===== src/rtl/gate_bist_pkg.sv =====
// rtl/gate_bist_pkg.sv - shared states, gate ops and golden reference for the gate BIST controller
package gate_bist_pkg;

  typedef enum logic [2:0] {IDLE, APPLY, SETTLE, CHECK, DONE} bist_state_t;
  typedef enum logic [1:0] {OP_AND, OP_OR, OP_XOR, OP_NAND} gate_op_t;

  localparam int MAX_N_IN = 8;

  // Reduction over the low n_in bits only; unused upper bits are masked to the identity value.
  function automatic logic golden(gate_op_t op, logic [MAX_N_IN-1:0] vec, int unsigned n_in);
    logic [MAX_N_IN-1:0] mask;
    logic                res;
    mask = MAX_N_IN'((16'h1 << n_in) - 16'h1);
    case (op)
      OP_AND:  res = &(vec | ~mask);
      OP_OR:   res = |(vec & mask);
      OP_XOR:  res = ^(vec & mask);
      default: res = ~&(vec | ~mask);
    endcase
    return res;
  endfunction

endpackage


===== src/rtl/gate_bist_if.sv =====
// rtl/gate_bist_if.sv - run control, result and gate-side signals of the gate BIST controller
interface gate_bist_if
  import gate_bist_pkg::*;
#(
  parameter int N_IN = 2
);
  logic            start;
  gate_op_t        op;
  logic [N_IN-1:0] dut_in;
  logic            dut_out;
  logic            busy;
  logic            done;
  logic            pass;
  logic [N_IN:0]   err_count;
  logic [N_IN-1:0] first_fail_vec;
  logic            fail_seen;

  modport master (
    output start, op, dut_out,
    input  dut_in, busy, done, pass, err_count, first_fail_vec, fail_seen
  );

  modport slave (
    input  start, op, dut_out,
    output dut_in, busy, done, pass, err_count, first_fail_vec, fail_seen
  );
endinterface


===== src/rtl/gate_bist_settle_cnt.sv =====
// rtl/gate_bist_settle_cnt.sv - loadable down-counter with zero flag timing the settle interval
module gate_bist_settle_cnt #(
  parameter int W = 1
) (
  input  logic         clk,
  input  logic         rst_n,
  input  logic         load,
  input  logic [W-1:0] load_val,
  input  logic         dec,
  output logic         zero
);
  logic [W-1:0] cnt;

  always_ff @(posedge clk or negedge rst_n) begin
    if (!rst_n) begin
      cnt <= '0;
    end else if (load) begin
      cnt <= load_val;
    end else if (dec && (cnt != '0)) begin
      cnt <= cnt - 1'b1;
    end
  end

  assign zero = (cnt == '0);
endmodule


===== src/rtl/gate_bist_ctrl.sv =====
// rtl/gate_bist_ctrl.sv - exhaustive sweep tester for small combinational gates
// GATE_BIST_STOP_ON_FAIL_EN ends the sweep at the first mismatching vector.
module gate_bist_ctrl
  import gate_bist_pkg::*;
#(
  parameter int N_IN       = 2,
  parameter int SETTLE_CYC = 2
) (
  input logic       clk,
  input logic       rst_n,
  gate_bist_if.slave bus
);
  localparam int CW = (SETTLE_CYC > 1) ? $clog2(SETTLE_CYC) : 1;

  bist_state_t     state, state_nxt;
  gate_op_t        op_q;
  logic [N_IN-1:0] vec;
  logic [N_IN-1:0] dut_in_q;
  logic [N_IN-1:0] ffv_q;
  logic [N_IN:0]   err_q;
  logic            busy_q, done_q, pass_q, fs_q;
  logic            expected, mismatch, last_vec, settle_zero;

  assign expected = golden(op_q, MAX_N_IN'(vec), N_IN);
  // Case inequality so an X/Z gate output is flagged rather than silently matching.
  assign mismatch = (bus.dut_out !== expected);
  assign last_vec = (vec == {N_IN{1'b1}});

  gate_bist_settle_cnt #(.W(CW)) u_settle_cnt (
    .clk      (clk),
    .rst_n    (rst_n),
    .load     (state == APPLY),
    .load_val (CW'(SETTLE_CYC - 1)),
    .dec      (state == SETTLE),
    .zero     (settle_zero)
  );

  always_ff @(posedge clk or negedge rst_n) begin
    if (!rst_n) begin
      state <= IDLE;
    end else begin
      state <= state_nxt;
    end
  end

  always_comb begin
    state_nxt = state;
    case (state)
      IDLE:    if (bus.start) state_nxt = APPLY;
      APPLY:   state_nxt = SETTLE;
      SETTLE:  if (settle_zero) state_nxt = CHECK;
`ifdef GATE_BIST_STOP_ON_FAIL_EN
      CHECK:   state_nxt = (last_vec || mismatch) ? DONE : APPLY;
`else
      CHECK:   state_nxt = last_vec ? DONE : APPLY;
`endif
      DONE:    state_nxt = IDLE;
      default: state_nxt = IDLE;
    endcase
  end

  always_ff @(posedge clk or negedge rst_n) begin
    if (!rst_n) begin
      op_q     <= OP_AND;
      vec      <= '0;
      dut_in_q <= '0;
      ffv_q    <= '0;
      err_q    <= '0;
      busy_q   <= 1'b0;
      done_q   <= 1'b0;
      pass_q   <= 1'b0;
      fs_q     <= 1'b0;
    end else begin
      done_q <= 1'b0;
      case (state)
        IDLE: begin
          if (bus.start) begin
            op_q   <= bus.op;
            vec    <= '0;
            ffv_q  <= '0;
            err_q  <= '0;
            fs_q   <= 1'b0;
            pass_q <= 1'b0;
            busy_q <= 1'b1;
          end
        end
        APPLY: dut_in_q <= vec;
        CHECK: begin
          if (mismatch) begin
            err_q <= err_q + 1'b1;
            if (!fs_q) begin
              ffv_q <= vec;
              fs_q  <= 1'b1;
            end
          end
          if (state_nxt == DONE) begin
            busy_q <= 1'b0;
          end else begin
            vec <= vec + 1'b1;
          end
        end
        DONE: begin
          done_q <= 1'b1;
          pass_q <= (err_q == '0);
        end
        default: ;
      endcase
    end
  end

  assign bus.dut_in         = dut_in_q;
  assign bus.busy           = busy_q;
  assign bus.done           = done_q;
  assign bus.pass           = pass_q;
  assign bus.err_count      = err_q;
  assign bus.first_fail_vec = ffv_q;
  assign bus.fail_seen      = fs_q;
endmodule


===== src/flat_wrapper.sv =====
// flat-port wrapper written by rule: the top's interface ports become plain ports
module gate_bist_ctrl_flat import gate_bist_pkg::*;
#(
  parameter int N_IN       = 2,
  parameter int SETTLE_CYC = 2
)
  (clk, rst_n, bus_start, bus_op, bus_dut_out, bus_dut_in, bus_busy, bus_done, bus_pass, bus_err_count, bus_first_fail_vec, bus_fail_seen);
  gate_bist_if #(.N_IN(N_IN)) bus_i ();
  input logic clk;
  input logic rst_n;
  input wire logic [$bits(bus_i.start)-1:0] bus_start;
  input wire logic [$bits(bus_i.op)-1:0] bus_op;
  input wire logic [$bits(bus_i.dut_out)-1:0] bus_dut_out;
  output wire logic [$bits(bus_i.dut_in)-1:0] bus_dut_in;
  output wire logic [$bits(bus_i.busy)-1:0] bus_busy;
  output wire logic [$bits(bus_i.done)-1:0] bus_done;
  output wire logic [$bits(bus_i.pass)-1:0] bus_pass;
  output wire logic [$bits(bus_i.err_count)-1:0] bus_err_count;
  output wire logic [$bits(bus_i.first_fail_vec)-1:0] bus_first_fail_vec;
  output wire logic [$bits(bus_i.fail_seen)-1:0] bus_fail_seen;
  assign bus_i.start = bus_start;
  assign bus_i.op = bus_op;
  assign bus_i.dut_out = bus_dut_out;
  assign bus_dut_in = bus_i.dut_in;
  assign bus_busy = bus_i.busy;
  assign bus_done = bus_i.done;
  assign bus_pass = bus_i.pass;
  assign bus_err_count = bus_i.err_count;
  assign bus_first_fail_vec = bus_i.first_fail_vec;
  assign bus_fail_seen = bus_i.fail_seen;
  gate_bist_ctrl #(.N_IN(N_IN), .SETTLE_CYC(SETTLE_CYC)) u_core (.clk(clk), .rst_n(rst_n), .bus(bus_i));
endmodule

===== config.mk =====
export PLATFORM = sky130hd
export DESIGN_NAME = gate_bist_ctrl_flat
export DESIGN_NICKNAME = d
export VERILOG_FILES = /design/src/rtl/gate_bist_pkg.sv /design/src/rtl/gate_bist_if.sv /design/src/rtl/gate_bist_settle_cnt.sv /design/src/rtl/gate_bist_ctrl.sv /design/src/flat_wrapper.sv
export SDC_FILE = /design/constraint.sdc
export NUM_CORES = 1
export LEC_CHECK = 0
export ABC_AREA = 1
export BUFFER_PORTS_ARGS = -buffer_cell sky130_fd_sc_hd__buf_2
export CAP_MARGIN = 20
export CORE_MARGIN = 2
export CORE_UTILIZATION = 48
export DETAILED_ROUTE_END_ITERATION = 8
export GPL_TIMING_DRIVEN = 1
export PLACE_DENSITY_LB_ADDON = 0.3
export SLEW_MARGIN = 20
export SYNTH_ARGS = -nofsm -noshare
export SYNTH_HDL_FRONTEND = slang
export SYNTH_SLANG_ARGS = --single-unit

===== constraint.sdc =====
create_clock -name clk -period 1.5 [get_ports clk]
set_clock_uncertainty 0.2 [all_clocks]
set_input_delay 0.075 -clock clk [delete_from_list [all_inputs] [get_ports clk]]
set_output_delay 0.075 -clock clk [all_outputs]
set_load 0.005 [all_outputs]

==> qor.csv <==
stage,metric,value,unit
grt,grt_first_pass_wirelength,2918,um
final_layout,seqCellArea,475.5,um^2
logic_synthesis,synth_top_area_share,0.5114,
route,vias,786,
floorplan,dieArea,2305,um^2
power_and_ir_drop,p_clk_frac,0.116,
logic_synthesis,synth_edf_count,0,
worst_setup_path,critical_path_arrival,1.72,ns
final_layout,diodes,0,
final_layout,multiInputGateArea,416.7,um^2
clock_tree,cts_root_buffer,clkbuf_4,
worst_setup_path,crit_path_start,u_core.vec[0]$_DFFE_PN0P_,
floorplan,dieHeight,48.01,um
floorplan,core,1783,um^2
floorplan,fp-row-count,15,
route,vias_per_cell,4.793,
logic_synthesis,synthCells,103,
final_layout,n_fill_cell,148,
floorplan,initial_core_util,0.5214,
route,dr.pass1.iters,4,
worst_setup_path,path_delay_family,simple AND/OR/NAND/NOR gates,
grt,overflow,0,
worst_setup_path,regToRegEndpoint,u_core.bus.err_count[1]$_DFFE_PN0P_,
worst_setup_path,slowest_stage,dfrtp_1,
logic_synthesis,synthTopCellsByCount,"nand2_1, dfrtp_1, inv_1",
clock_tree,insertion_delay,0.30,ns
worst_setup_path,reg2reg_slack,-0.18,ns
sta,tightest_slew,0.4184,ns
route,wl_met2,903,um
placement,hpwl,1234,um
route,antenna_left,0,
logic_synthesis,ys_seq_area_frac,0.5114,
grt,track_usage,0.1911,
worst_setup_path,crit_required,1.53,ns
logic_synthesis,yosysWarnings,0,
status,violations,setup timing,
clock_tree,h-tree-depth,1,
sta,min_period,1.684,ns
grt,antenna_found_initial,0,
route,post_drt_wl_per_cell,11.63,um
logic_synthesis,syn_area,929.6,um^2
logic_synthesis,synth_async_sr_flop_share,1.000,
sta,setup_violations,6,
route,first_iter_violations,23,
worst_setup_path,r2r-start,u_core.vec[0]$_DFFE_PN0P_,
worst_setup_path,rr_worst_depth,12,
sta,whs,0.03047,ns
sta,hold_viol_final,0,
logic_synthesis,syn_nets,113,
worst_setup_path,critPathBufInv,2,
min_path,hold_path_class,in -> async,
logic_synthesis,synth.distinct_cells,20,
floorplan,die_width,48.01,um
worst_setup_path,max_stage_delay,0.42,ns
placement,place_congestion,0.7870,
worst_setup_path,crit_path_end_kind,flip-flop,
sta,period_share,1.123,
logic_synthesis,yosys-top-cells-area,"dfrtp_1, nand2_1, ha_1, inv_1, nand2_2",
route,drc_errors,0,
sta,rsz0062_at_grt,true,
sta,relSlewSlack,0.7211,
logic_synthesis,synth.most_common_cell,nand2_1,
clock_tree,cts.clk_slew.worst_paths,0.10,ns
clock_tree,cts_tree,yes,
placement,io_buffers,16,
power_and_ir_drop,p_sw_frac,0.4155,
worst_setup_path,crit_fanout,6,
power_and_ir_drop,internal-power,1.291,mW
logic_synthesis,synth_area_per_cell,9.026,um^2
worst_setup_path,worstPathCellList,inv_2 -> ha_4 -> inv_2 -> nand2_2 -> nand3_2 -> nand2_1 -> nand2_1 -> nand2_2 -> nand2_4 -> nand2_4 -> nand2_2 -> o21ai_1,
route,wl_met1,827,um
clock_tree,clock_sinks,19,
power_and_ir_drop,vdd_ir_drop_max,1.101,mV
worst_setup_path,crit_top_cell,nand2_2,
sta,drv_slew,0,
logic_synthesis,synth_top_area_cell,dfrtp_1,
power_and_ir_drop,powerDensity,1798,nW/um^2
status,status,"complete, but fails checks",
sta,fin_ws,-0.1844,ns
power_and_ir_drop,switchingPower,918.0,uW
power_and_ir_drop,p_comb_frac,0.510,
power_and_ir_drop,total_leakage_power,0.6531,nW
grt,first_global_vias,679,
power_and_ir_drop,pwr-share-seq,0.373,
sta,max_freq,593.7,MHz
logic_synthesis,ys.flop_type,dfrtp_1,
final_layout,drive_gt1_frac,0.4101,
worst_setup_path,cp-endpoint,u_core.bus.err_count[1]$_DFFE_PN0P_,
route,totalWireLength,1907,um
run,maxCapViolCount,0,
worst_setup_path,cp-start-kind,flip-flop,
final_layout,fin_nets,150,
route,dr_wl_met3,105,um
final_layout,area_delta_synth_final,32.17,%
logic_synthesis,ys_ff_latch,19,
clock_tree,cts_buffers,3,
route,highest_layer,met4,
power_and_ir_drop,finalPower,2.209,mW
grt,grt_max_degree,20,
worst_setup_path,critPathKind,reg -> reg,
worst_setup_path,path_depth,12,
clock_tree,clock_path_buffers,2,
floorplan,io_pins,17,
registers in the layout (all words and copies together) (netlist names):
signal	cells
u_core.bus.busy	1
u_core.op_q	2
u_core.state	3
u_core.bus.dut_in	2
u_core.bus.pass	1
u_core.bus.done	1
u_core.bus.first_fail_vec	2
u_core.u_settle_cnt.cnt	1
u_core.vec	2
u_core.bus.err_count	3
u_core.bus.fail_seen	1
logic make-up (layout without fill, tap and decap cells):
kind of cell,Yosys count,after routing,synth area share
flops,19,19,0.5114
fa+ha+maj,4,4,0.05384
simple gates,49,49,0.2826
compound gates,13,13,0.07133
xor+xnor,1,1,0.009423
buf+inv,17,53,0.07134
cell type report:
class,instances,share of cell area
clock buffer,4,0.02138
inverter,17,0.05397
multi-input combinational,67,0.3391
sequential,19,0.3870
tap,25,0.02546
timing repair buffer,32,0.1731
worst min path at each step:
| stage | startpoint | to | cells after the start |
|---|---|---|---|
| 2_1_floorplan | rst_n | u_core.bus.busy$_DFFE_PN0P_ | 0 |
| 3_3_place_gp | rst_n | u_core.state[1]$_DFF_PN0_ | 1 |
| 3_5_place_dp | rst_n | u_core.state[1]$_DFF_PN0_ | 1 |
| 4_1_cts | rst_n | u_core.bus.pass$_DFFE_PN0P_ | 2 |
| 5_1_grt | rst_n | u_core.op_q[0]$_DFFE_PN0P_ | 2 |
| 6_report | rst_n | u_core.bus.fail_seen$_DFFE_PN0P_ | 2 |
worst reg2reg max path: cells and delay by family, from the launching register on:
kind / cells / cell delay, ns
compound gates: 1 / 0.07
fa+ha+maj: 1 / 0.27
buf+inv: 2 / 0.11
flops: 1 / 0.42
simple gates: 8 / 0.57
power groups by stage:
stage / Clock [mW] / Combinational (mW) / Sequential, mW
floorplan: 0 / 0.639 / 0.824
global placement: 0 / 0.920 / 0.821
detailed placement: 0 / 0.949 / 0.828
CTS: 0.265 / 1.05 / 0.818
global route: 0.289 / 1.27 / 0.845
finish: 0.257 / 1.13 / 0.825
per-stage QoR:
stage          worst slack, ns  std cells  area (um^2)  utilization  setup TNS (ns)
3_3_place_gp          -0.06764        149         1091       0.6119         -0.3098
4_1_cts                -0.1154        163         1205       0.6758         -0.5490
5_1_grt                -0.2600        164         1229       0.6891          -1.351
2_1_floorplan         -0.04905        103        942.2            -         -0.2337
3_5_place_dp           -0.1147        149         1091       0.6119         -0.5565
6_report               -0.1844        164         1229       0.6891         -0.8954
cell usage in the layout, fill, tap and decap left out, drive strengths merged:
cell type,count
xor2,1
clkbuf,4
nor2,4
o21ai,11
dfrtp,19
dlygate4sd3,5
nand4,3
o22ai,1
nor3,2
a21oi,1
ha,4
inv,17
buf,27
nand3,6
nand2,34
routing by layer:
metal,up-vias,global-route usage
li1,394,-
met1,351,0.2393
met2,32,0.3013
met3,9,0.03396
met4,0,0.1243
met5,-,0
timing repair:
action / 4_1_cts / 5_1_grt
hold endpoints to repair: 23 / 0
buffers inserted: 5 / 1
pin swaps: 1 / 1
hold buffers: 5 / 0
endpoints found under the setup margin: 5 / 9
gates resized for setup: 0 / 5
Note: power is estimated with default switching activity, not from simulation.
